===== config.mk =====
export PLATFORM = sky130hd
export DESIGN_NAME = seq_det_ctrl
export DESIGN_NICKNAME = d
export VERILOG_FILES = /design/src/rtl/seq_det_pkg.sv /design/src/rtl/seq_match_core.sv /design/src/rtl/seq_det_ctrl.sv
export SDC_FILE = /design/constraint.sdc
export NUM_CORES = 1
export LEC_CHECK = 0
export ABC_AREA = 1
export CAP_MARGIN = 10
export CORE_MARGIN = 3
export CORE_UTILIZATION = 51
export DETAILED_ROUTE_END_ITERATION = 12
export PLACE_DENSITY = 0.84
export REMOVE_ABC_BUFFERS = 1
export SETUP_SLACK_MARGIN = 0.2
export SLEW_MARGIN = 20
export SYNTH_ARGS = -nofsm -noshare
export SYNTH_HDL_FRONTEND = slang
export SYNTH_SLANG_ARGS = --single-unit
export TNS_END_PERCENT = 100

===== constraint.sdc =====
create_clock -name clk -period 1.9 [get_ports clk]
set_clock_uncertainty 0.1 [all_clocks]
set_input_delay 0.38 -clock clk [delete_from_list [all_inputs] [get_ports clk]]
set_output_delay 0.38 -clock clk [all_outputs]
set_load 0.01 [all_outputs]

===== src/rtl/seq_det_pkg.sv =====
// Shared types and default sizing for the serial pattern detector.
package seq_det_pkg;

  typedef enum logic [1:0] {
    ST_IDLE   = 2'd0,
    ST_RUN    = 2'd1,
    ST_REPORT = 2'd2
  } state_t;

  localparam int DEF_PAT_W = 4;
  localparam int DEF_CNT_W = 8;

endpackage


===== src/rtl/seq_match_core.sv =====
// Shift history, fill tracking and Mealy pattern comparator for one serial stream.
module seq_match_core
  import seq_det_pkg::*;
#(
  parameter int PAT_W = DEF_PAT_W
) (
  input  logic             clk,
  input  logic             rst,
  input  logic             i_clr,
  input  logic             i_en,
  input  logic             i_din,
  input  logic             i_din_vld,
  input  logic [PAT_W-1:0] i_pattern,
  input  logic             i_overlap,
  output logic             o_match
);

  localparam int FILL_W = $clog2(PAT_W);
  localparam logic [FILL_W-1:0] FILL_MAX = FILL_W'(PAT_W - 1);

  logic [PAT_W-2:0]  r_hist;
  logic [FILL_W-1:0] r_fill;
  logic [PAT_W-1:0]  w_window;

  // The incoming bit completes the window, so a match is seen in the same cycle.
  assign w_window = {r_hist, i_din};
  assign o_match  = rst & i_en & i_din_vld & (r_fill == FILL_MAX) & (w_window == i_pattern);

  always_ff @(posedge clk or negedge rst) begin
    if (!rst) begin
      r_hist <= '0;
      r_fill <= '0;
    end else if (i_clr) begin
      r_hist <= '0;
      r_fill <= '0;
    end else if (i_en && i_din_vld) begin
      // Non-overlapping mode restarts collection so matched bits are not reused.
      if (o_match && !i_overlap) begin
        r_hist <= '0;
        r_fill <= '0;
      end else begin
        r_hist <= w_window[PAT_W-2:0];
        if (r_fill != FILL_MAX)
          r_fill <= r_fill + FILL_W'(1);
      end
    end
  end

endmodule


===== src/rtl/seq_det_ctrl.sv =====
// Run controller for the serial pattern detector: config, match counting and event handshake.
module seq_det_ctrl
  import seq_det_pkg::*;
#(
  parameter int PAT_W = DEF_PAT_W,
  parameter int CNT_W = DEF_CNT_W
) (
  input  logic             clk,
  input  logic             rst,
  input  logic             cfg_we,
  input  logic [PAT_W-1:0] cfg_pattern,
  input  logic             cfg_overlap,
  input  logic [CNT_W-1:0] cfg_target,
  input  logic             start,
  input  logic             abort,
  input  logic             din,
  input  logic             din_vld,
  output logic             match,
  output logic [CNT_W-1:0] match_cnt,
  output logic             busy,
  output logic             evt_vld,
  input  logic             evt_ready,
  output logic             done
);

  function automatic logic [CNT_W-1:0] sat_inc(input logic [CNT_W-1:0] v);
    return (&v) ? v : v + CNT_W'(1);
  endfunction

  state_t           r_state;
  state_t           w_next;
  logic [PAT_W-1:0] r_pattern;
  logic             r_overlap;
  logic [CNT_W-1:0] r_target;
  logic [CNT_W-1:0] r_cnt;
  logic             r_done;

  logic             w_match;
  logic             w_run;
  logic             w_cfg_wr;
  logic             w_start_ok;
  logic             w_cnt_upd;
  logic [CNT_W-1:0] w_cnt_inc;
  logic             w_hit_target;
  logic             w_done_set;

  // A config write or an abort in the same cycle suppresses start.
  assign w_run        = (r_state == ST_RUN);
  assign w_cfg_wr     = (r_state == ST_IDLE) & cfg_we;
  assign w_start_ok   = (r_state == ST_IDLE) & start & ~cfg_we & ~abort;
  assign w_cnt_upd    = w_run & w_match & ~abort;
  assign w_cnt_inc    = sat_inc(r_cnt);
  assign w_hit_target = w_cnt_upd & (r_target != '0) & (w_cnt_inc == r_target);
  assign w_done_set   = (r_state == ST_REPORT) & evt_ready & ~abort;

  seq_match_core #(
    .PAT_W (PAT_W)
  ) u_core (
    .clk       (clk),
    .rst       (rst),
    .i_clr     (w_start_ok),
    .i_en      (w_run),
    .i_din     (din),
    .i_din_vld (din_vld),
    .i_pattern (r_pattern),
    .i_overlap (r_overlap),
    .o_match   (w_match)
  );

  always_ff @(posedge clk or negedge rst) begin
    if (!rst)
      r_state <= ST_IDLE;
    else
      r_state <= w_next;
  end

  always_comb begin
    w_next  = r_state;
    busy    = 1'b0;
    evt_vld = 1'b0;
    case (r_state)
      ST_IDLE: begin
        if (w_start_ok)
          w_next = ST_RUN;
      end
      ST_RUN: begin
        busy = 1'b1;
        if (abort)
          w_next = ST_IDLE;
        else if (w_hit_target)
          w_next = ST_REPORT;
      end
      ST_REPORT: begin
        busy    = 1'b1;
        evt_vld = 1'b1;
        if (abort || evt_ready)
          w_next = ST_IDLE;
      end
      default: w_next = ST_IDLE;
    endcase
  end

  // Config defaults after reset: all-ones pattern, non-overlapping, stop after one match.
  always_ff @(posedge clk or negedge rst) begin
    if (!rst) begin
      r_pattern <= '1;
      r_overlap <= 1'b0;
      r_target  <= CNT_W'(1);
    end else if (w_cfg_wr) begin
      r_pattern <= cfg_pattern;
      r_overlap <= cfg_overlap;
      r_target  <= cfg_target;
    end
  end

  always_ff @(posedge clk or negedge rst) begin
    if (!rst) begin
      r_cnt  <= '0;
      r_done <= 1'b0;
    end else begin
      r_done <= w_done_set;
      if (w_start_ok)
        r_cnt <= '0;
      else if (w_cnt_upd)
        r_cnt <= w_cnt_inc;
    end
  end

  assign match     = w_match;
  assign match_cnt = r_cnt;
  assign done      = r_done;

endmodule


* Word-level counts from Yosys, hierarchy flattened
Cells that the tools add are included.
** Storage, ports and cells
- Flip-flop bits (word level) :: 29
- Bits in latches :: 0
- Bits in writable memories :: 0
- Bits in read-only memories :: 0
- Bits of input ports :: 21
- Logic and storage cells :: 65
- Memories kept :: 0
** Operators by class
- Add/sub/neg operators :: 2
- Multiply operators :: 0
- Div/mod/pow operators :: 0
- $lt $le $gt $ge :: 0
- Equality and inequality tests :: 9
- Shift-type cells :: 0
- Mux-type cells :: 17
- Bitwise logic cells :: 16
- Reductions and logical operators :: 13
** Operator list (number)
- 2-to-1 mux 8 bit :: 3
- 2-to-1 mux 2 bit :: 8
- bitwise AND 1 bit :: 14
- 2-to-1 mux 3 bit :: 3
- adder 8 x 1 -> 8 bit (second input constant) :: 1
- equality test 8 bit :: 1
- AND reduction 8 bit :: 1
- nonzero test 8 bit :: 1
- case mux 2 bit (3 select lines) :: 1
- equality test 2 bit (second input constant) :: 2
- equality test 4 bit :: 1
- inequality test 2 x 1 -> 1 bit (second input constant) :: 2
- nonzero test 2 bit :: 2
- inequality test 3 bit (second input constant) :: 1
- AND reduction 3 bit :: 1
- nonzero test 3 bit :: 1
- adder 2 x 1 -> 2 bit (second input constant) :: 1
- equality test 2 x 1 -> 1 bit (second input constant) :: 1
- logical AND 1 bit :: 2
- zero test 2 bit :: 1
- 2-to-1 mux 1 bit :: 2
- inequality test 2 bit (second input constant) :: 1
- inverter 1 bit :: 2
- AND reduction 2 bit :: 1
- other kinds (3) :: 3

* Depth between registers and ports, before layout
Gate-level depths: netlist of run 1.
- Depth after elaboration :: 12
- Mapped depth :: 14
- Gate-level depth less buffers :: 14

* By module
From an unflattened synthesis of run 1, not the netlist that was laid out.
** Second synthesis, totals
- Cell total of the unflattened synthesis :: 252
- Area, all modules :: 1809.2 sq um
** Modules (own cells, without submodules)
- seq_det_ctrl :: instances 1, cells each 192, area an instance 1431.4 sq um
- seq_match_core :: instances 1, cells each 60, area an instance 377.9 sq um

* Least setup slack after synthesis of run 1
Ideal clock, no wire load.
- Path type :: reg-to-reg
- Start :: reg r_cnt[0] (netlist: match_cnt[0])
- End :: reg r_state[0]
- Library setup time :: 0.117 ns
- Arrival :: 1.608 ns
- Path slack :: 0.076 ns
- Cell stages (with the launch flop) :: 12
- Path buffers :: 1
- Path through :: dfrtp_1 -> ha_1 -> nand2_2 -> nor2_4 -> nand2_4 -> buf_6 -> nand3_1 -> xor2_1 -> nor2_1 -> nand3_2 -> nand3_1 -> nand2_1
** Between the ends
- Longest elaborated chain between the ends :: 6
- Elaborated cells on any way between the ends :: 7
- Classes of those cells :: 1 x add/sub; 2 x eq/ne; 1 x mux; 1 x bitwise; 2 x reduce/logical
** Ends and longest elaborated chain
- start: declaration :: line seq_det_ctrl.sv:35 : logic [CNT_W-1:0] r_cnt;
- start signal: assignment :: line seq_det_ctrl.sv:125 : r_cnt <= w_cnt_inc;
- adder 8 x 1 -> 8 bit / AND reduction 8 bit (equally long branches) :: line seq_det_ctrl.sv:27 : return (&v) ? v : v + CNT_W'(1);
- 2-to-1 mux 8 bit * :: line seq_det_ctrl.sv:27
- equality test 8 bit * :: line seq_det_ctrl.sv:53 : assign w_hit_target = w_cnt_upd & (r_target != '0) & (w_cnt_inc == r_target);
- bitwise AND 1 bit * :: line seq_det_ctrl.sv:53
- inequality test 3 bit (no line) *
- AND reduction 3 bit (no line) *
- end signal: assignment :: line seq_det_ctrl.sv:74 : r_state <= w_next;
- end: declaration :: line seq_det_ctrl.sv:30 : state_t r_state;
Every way passes the cells marked *; elsewhere a longest branch is shown, timed or not.
A chain may end at the register's enable or synchronous reset.

* Worst setup path after layout of run 1
- Start :: reg r_cnt[1] (netlist: match_cnt[1])
- End :: reg r_state[0]
Same word-level chain as after synthesis.

==> results of run 1 <==
[synthesized netlist by cell type, drive strengths merged (2+ instances only)]
master  number  area [µm²]
o21bai       2        15.0
inv         28         105
nand2       66         268
mux2         5        56.3
o21ai        8        40.0
a21oi       11        55.1
xor2         2        17.5
dfstp        5         131
nand4        3        18.8
nor2        29         129
ha           5        62.6
clkbuf       2        7.51
dfrtp       24         601
nand3       27         140
xnor2        2        17.5
[through the flow]
stage	hold WS, ns	cell area [µm²]	utilization (%)	setup TNS [ns]	power (mW)
2_1_floorplan	-0.0156	1680	-	0	1.49
4_1_cts	0.389	2430	77.8	0	2.31
6_report	0.377	2570	82.3	-0.209	2.50
5_1_grt	0.404	2570	82.3	-0.664	2.68
3_3_place_gp	0.361	2210	70.6	-1.87	1.77
3_5_place_dp	0.377	2210	70.6	-2.32	1.80
[per-layer routing]
metal | routed length (µm) | share of wire, %
met2 | 2550 | 50
met3 | 359 | 7.1
met5 | 0 | 0
met1 | 1920 | 38
met4 | 256 | 5.0
[power by group]
part | total [mW] | switching [mW] | internal (mW) | leakage (nW)
Clock | 0.437 | 0.223 | 0.214 | 0.0413
Sequential | 1.02 | 0.168 | 0.853 | 0.352
Combinational | 1.04 | 0.545 | 0.499 | 0.916
Total | 2.50 | 0.935 | 1.57 | 1.31
[registers in the layout, summed over array words and instances, names as in the netlist]
| register | flops |
|---|---|
| done | 1 |
| u_core.r_fill | 2 |
| r_target | 8 |
| match_cnt | 8 |
| r_state | 2 |
| r_pattern | 4 |
| u_core.r_hist | 3 |
| r_overlap | 1 |
[what timing repair did]
item / in CTS / in global routing
endpoints found under the setup margin: 30 / 24
gates cloned: 1 / 0
setup buffers: 10 / 6
pin swaps: 9 / 6
resized for setup: 51 / 32
[path summary, 6_finish.rpt]
kind / from / to / slack [ns] / depth (start not counted)
setup / recovery: match_cnt[1] / r_state[0] / -0.06 / 13
min in group clk: r_target[0] / r_target[0] / 0.41 / 2
hold / removal: rst / match_cnt[4] / 0.38 / 2
hold reg to reg: r_target[0] / r_target[0] / 0.41 / 2
setup reg to reg: match_cnt[1] / r_state[0] / -0.06 / 13
max in group asynchronous: rst / r_target[0] / 1.00 / 2
[area by class of cell]
class	instances	area, µm²	share of cell area, %
Tap cell	44	55.1	2.14
Sequential cell	29	736	28.6
Timing Repair Buffer	68	601	23.3
Multi-Input combinational cell	165	1000	39.0
Clock buffer	7	65.1	2.53
Inverter	28	110	4.28
Clock inverter	1	5.00	0.194
[worst max-delay path, cell delays in order (launching register included)]
cell and delay [ns]:
dfrtp_1 0.37, ha_2 0.20, nand2_2 0.08, buf_4 0.15
o21bai_1 0.11, nand2_1 0.12, nand2_1 0.12, nand2_1 0.07
nand2_1 0.07, nand3_1 0.07, nor2_1 0.14, nand3_2 0.13
nand3_1 0.08, nand2_1 0.05
[kinds of logic (layout without fill, tap and decap cells)]
logic type | Yosys count | count (layout) | synth area share, %
and+or+nand+nor | 127 | 128 | 33.4
buffers and inverters | 31 | 104 | 7.27
DFF | 29 | 29 | 43.0
AOI/OAI and AO/OA | 23 | 23 | 7.35
adders and majority gates | 5 | 5 | 3.67
muxes | 5 | 5 | 3.31
xor gates and xnor gates | 4 | 4 | 2.06
==> results.json, run 1 <==
{
  "ant_nets": 0,
  "place.gp.congestion": 0.915,
  "dp_cells": 317,
  "met2_usage_pct": 37.4,
  "die_h_um": 63.8,
  "ys_warn_count": 0,
  "syn_area_um2": 1700,
  "crit_path_end_kind": "register",
  "n_antenna_cell": 0,
  "worst_ep_arrival_time_ns": 2.10,
  "vias_per_cell": 5.49,
  "p_leak_nw": 1.31,
  "synthArstFlopShare_pct": 100,
  "drt-initial-drc-count": 133,
  "coreArea_um2": 3130,
  "use_met1_pct": 26.8,
  "grt_setup_unrepaired": "yes",
  "postCtsHoldBufs": 0,
  "dr.pass1.iters": 5,
  "num_rows": 20,
  "synth.distinct_cells": 26,
  "use_met3_pct": 4.39,
  "syn_inst": 224,
  "gr-usage-all-layers_pct": 22.1,
  "post-route-min-period_ns": 1.96,
  "clock_latency_ns": 0.33,
  "final_cell_mix": "nand2_1 (49), buf_4 (30), nand3_1 (23), nor2_1 (22), inv_1 (22)",
  "grt_pass1_vias": 1593,
  "violations": "setup timing",
  "finalSetupViolations": 4,
  "port_buffers": 32,
  "layout-drive-gt1-share_pct": 35.6,
  "cp.required_ns": 2.03,
  "ys_seq_area_share_pct": 43.0,
  "n_fill_cell": 176,
  "avgSynthCellArea_um2": 7.60,
  "fmax_ghz": 0.509,
  "antenna_found_initial": 0,
  "slew_headroom_pct": 75.9,
  "start_util_pct": 54.4,
  "cts.path.max_buffers": 2,
  "die-area_um2": 4070,
  "grt_overflow": 0,
  "synth_enable_flop_cells": 0,
  "grt_max_degree": 30,
  "worst_slew_pin_slew_ns": 0.362,
  "vias": 1879,
  "start_kind": "register",
  "path_max_fanout": 3,
  "synthFlopType": "dfrtp_1",
  "cts_tree": "done",
  "clk_root_buffer_cell": "clkbuf_4",
  "path_clk_slew_ns": 0.10,
  "finalMaxSlewViolations": 0,
  "dpl.hpwl_um": 2860,
  "cts_made_buffers": 5,
  "worst_slack_ns": -0.0647,
  "hold_viol": 0,
  "drc_errors": 0,
  "htreeDepth": 2,
  "ys_ff_latch": 29,
  "cap_violations": 0,
  "die_w_um": 63.8,
  "area_growth_pct": 51.2,
  "hold_class": "input port to async pin",
  "wl_per_cell_um": 14.9,
  "fin_crit_sh_pct": 103,
  "fin_cells": 342,
  "cellPowerDensity_nw_per_um2": 972,
  "grt_pass1_wl_um": 7040,
  "place_ws_ns": -0.367,
  "ioPinCount": 33,
  "clock-sinks": 29,
  "ir_worst_vdd_mv": 0.807,
  "gr-max-usage-layer": "met2",
  "status": "complete, but fails checks",
  "nets": 323,
  "setup.worst_path.class": "register to register",
  "layout_commonest_cell": "nand2_1",
  "routed_wl_um": 5090
}
(Power assumes the default switching activity.)
==> run 2, diff against run 1 <==
--- a/config.mk
+++ b/config.mk
@@ -8,9 +8,9 @@
 export ABC_AREA = 1
 export CAP_MARGIN = 10
 export CORE_MARGIN = 3
-export CORE_UTILIZATION = 51
+export CORE_UTILIZATION = 55
 export DETAILED_ROUTE_END_ITERATION = 12
-export PLACE_DENSITY = 0.84
+export PLACE_DENSITY = 0.89
 export REMOVE_ABC_BUFFERS = 1
 export SETUP_SLACK_MARGIN = 0.2
 export SLEW_MARGIN = 20
==> constraint.sdc (replaced) <==
create_clock -name clk -period 2.5 [get_ports clk]
set_clock_uncertainty 0.1 [all_clocks]
set_input_delay 0.25 -clock clk [delete_from_list [all_inputs] [get_ports clk]]
set_output_delay 0.25 -clock clk [all_outputs]
set_load 0.01 [all_outputs]
==> results.json, run 2 (synthesis gave the netlist of run 1 again) <==
{
  "fmax_ghz": 0.471,
  "drt-initial-drc-count": 62,
  "postCtsHoldBufs": 0,
  "path_clk_slew_ns": 0.09,
  "finalMaxSlewViolations": 0,
  "cpPeakStageDelay_ns": 0.40,
  "ir_worst_vdd_mv": 0.507,
  "crit_path_end_kind": "output pin",
  "grt_pass1_wl_um": 5800,
  "clk_root_buffer_cell": "clkbuf_4",
  "coreArea_um2": 2850,
  "cts_resized": 2,
  "cap_violations": 0,
  "cp_slowest_cell": "dfrtp_1",
  "vias_per_cell": 5.28,
  "drc_errors": 0,
  "place_ws_ns": 0.321,
  "utilization_pct": 74.2,
  "regArea_um2": 732,
  "die-area_um2": 3800,
  "post-route-min-period_ns": 2.12,
  "ioPinCount": 33,
  "ant_nets": 0,
  "fin_crit_sh_pct": 84.9,
  "clock_latency_ns": 0.33,
  "setup.worst_path.class": "register to output pin",
  "gr-usage-all-layers_pct": 20.9,
  "cts_tree": "done",
  "layout_commonest_cell": "nand2_1",
  "die_w_um": 61.6,
  "worstReg2RegEnd": "r_state[0]",
  "dpl_cell_area_um2": 2050,
  "p_leak_nw": 1.06,
  "cpMostUsedCell": "inv_1",
  "multiInputGateArea_um2": 855,
  "rr_worst_depth": 10,
  "vias": 1548,
  "dpl.hpwl_um": 2770,
  "final_cell_mix": "nand2_1 (62), clkdlybuf4s50_1 (31), inv_1 (27), nor2_1 (25), nand3_1 (25)",
  "htreeDepth": 2,
  "nets": 287,
  "start_util_pct": 59.7,
  "n_antenna_cell": 0,
  "grt_setup_unrepaired": "no",
  "worst_ep_arrival_time_ns": 1.77,
  "grt_pass1_vias": 1350,
  "grt_max_degree": 30,
  "place.gp.congestion": 0.878,
  "post_cts_buffers": 0,
  "cellPowerDensity_nw_per_um2": 754,
  "antenna_found_initial": 0,
  "crit_start": "r_state[1]",
  "status": "finished, final reports clean",
  "path_max_fanout": 4,
  "routed_wl_um": 3580,
  "worstPathCellList": "inv_1 > ha_2 > nand2_1 > inv_1 > nand2_1 > nor2_1 > nand3_2 > inv_1 > clkdlybuf4s15_1",
  "slew_headroom_pct": 55.7,
  "die_h_um": 61.6,
  "r2r_start": "r_state[0]",
  "start_kind": "register",
  "dp_cells": 285,
  "hold_class": "input port to async pin",
  "clock-sinks": 29,
  "cp.required_ns": 2.15,
  "hold_viol": 0,
  "cts.path.max_buffers": 2,
  "dr.pass1.iters": 4,
  "grt_overflow": 0,
  "layout-drive-gt1-share_pct": 11.1,
  "fin_cells": 293,
  "worst_slack_ns": 0.376,
  "area_growth_pct": 24.3,
  "wl_per_cell_um": 12.2,
  "cts_made_buffers": 5,
  "n_fill_cell": 234,
  "fin_setup_tns_ns": 0,
  "rrSetupSlack_ns": 0.38,
  "postLayoutCellArea_um2": 2120,
  "worst_slew_pin_slew_ns": 0.664,
  "num_rows": 19,
  "finalSetupViolations": 0,
  "port_buffers": 32
}
-- run 2: per-layer routing --
layer  wire, µm  vias up  global-route usage [%]
met3        136        5                    6.29
met5          0        -                       0
li1           -      796                       -
met2       1740       40                    33.0
met1       1650      707                    27.2
met4         48        0                    6.97
-- run 2: worst max-delay path, delay by kind of cell, from the launching register on --
kind | cells | cell delay, ns
buffers and inverters | 4 | 0.48
DFF | 1 | 0.40
and+or+nand+nor | 4 | 0.39
adders and majority gates | 1 | 0.19
-- run 2: power by group --
group	internal [mW]	total [mW]	switching, mW
Sequential	0.648	0.762	0.113
Combinational	0.245	0.544	0.299
Clock	0.139	0.290	0.151
-- run 2: how the worst max path moves through the flow --
stage	endpoint	slack [ns]	depth (start not counted)
final	match	0.38	9
after global placement	r_state[0]	0.35	9
after detailed placement	r_state[0]	0.32	9
after CTS	match	0.34	9
after global routing	match	0.23	9
after floorplan	r_state[0]	0.64	11
-- run 2: cell type report --
cell class	instances	area share [%]
clock buffers	8	2.78
inverters	28	4.96
well taps	31	1.83
repair buffers	33	15.5
multi-input cells	164	40.4
flip-flops and latches	29	34.6
-- run 2: stage by stage --
step                      total power [mW]  hold WS (ns)
after global routing                  1.72         0.267
after global placement                1.28         0.363
after CTS                             1.60         0.269
final                                 1.60         0.266
after floorplan                       1.13        -0.146
after detailed placement              1.31         0.377
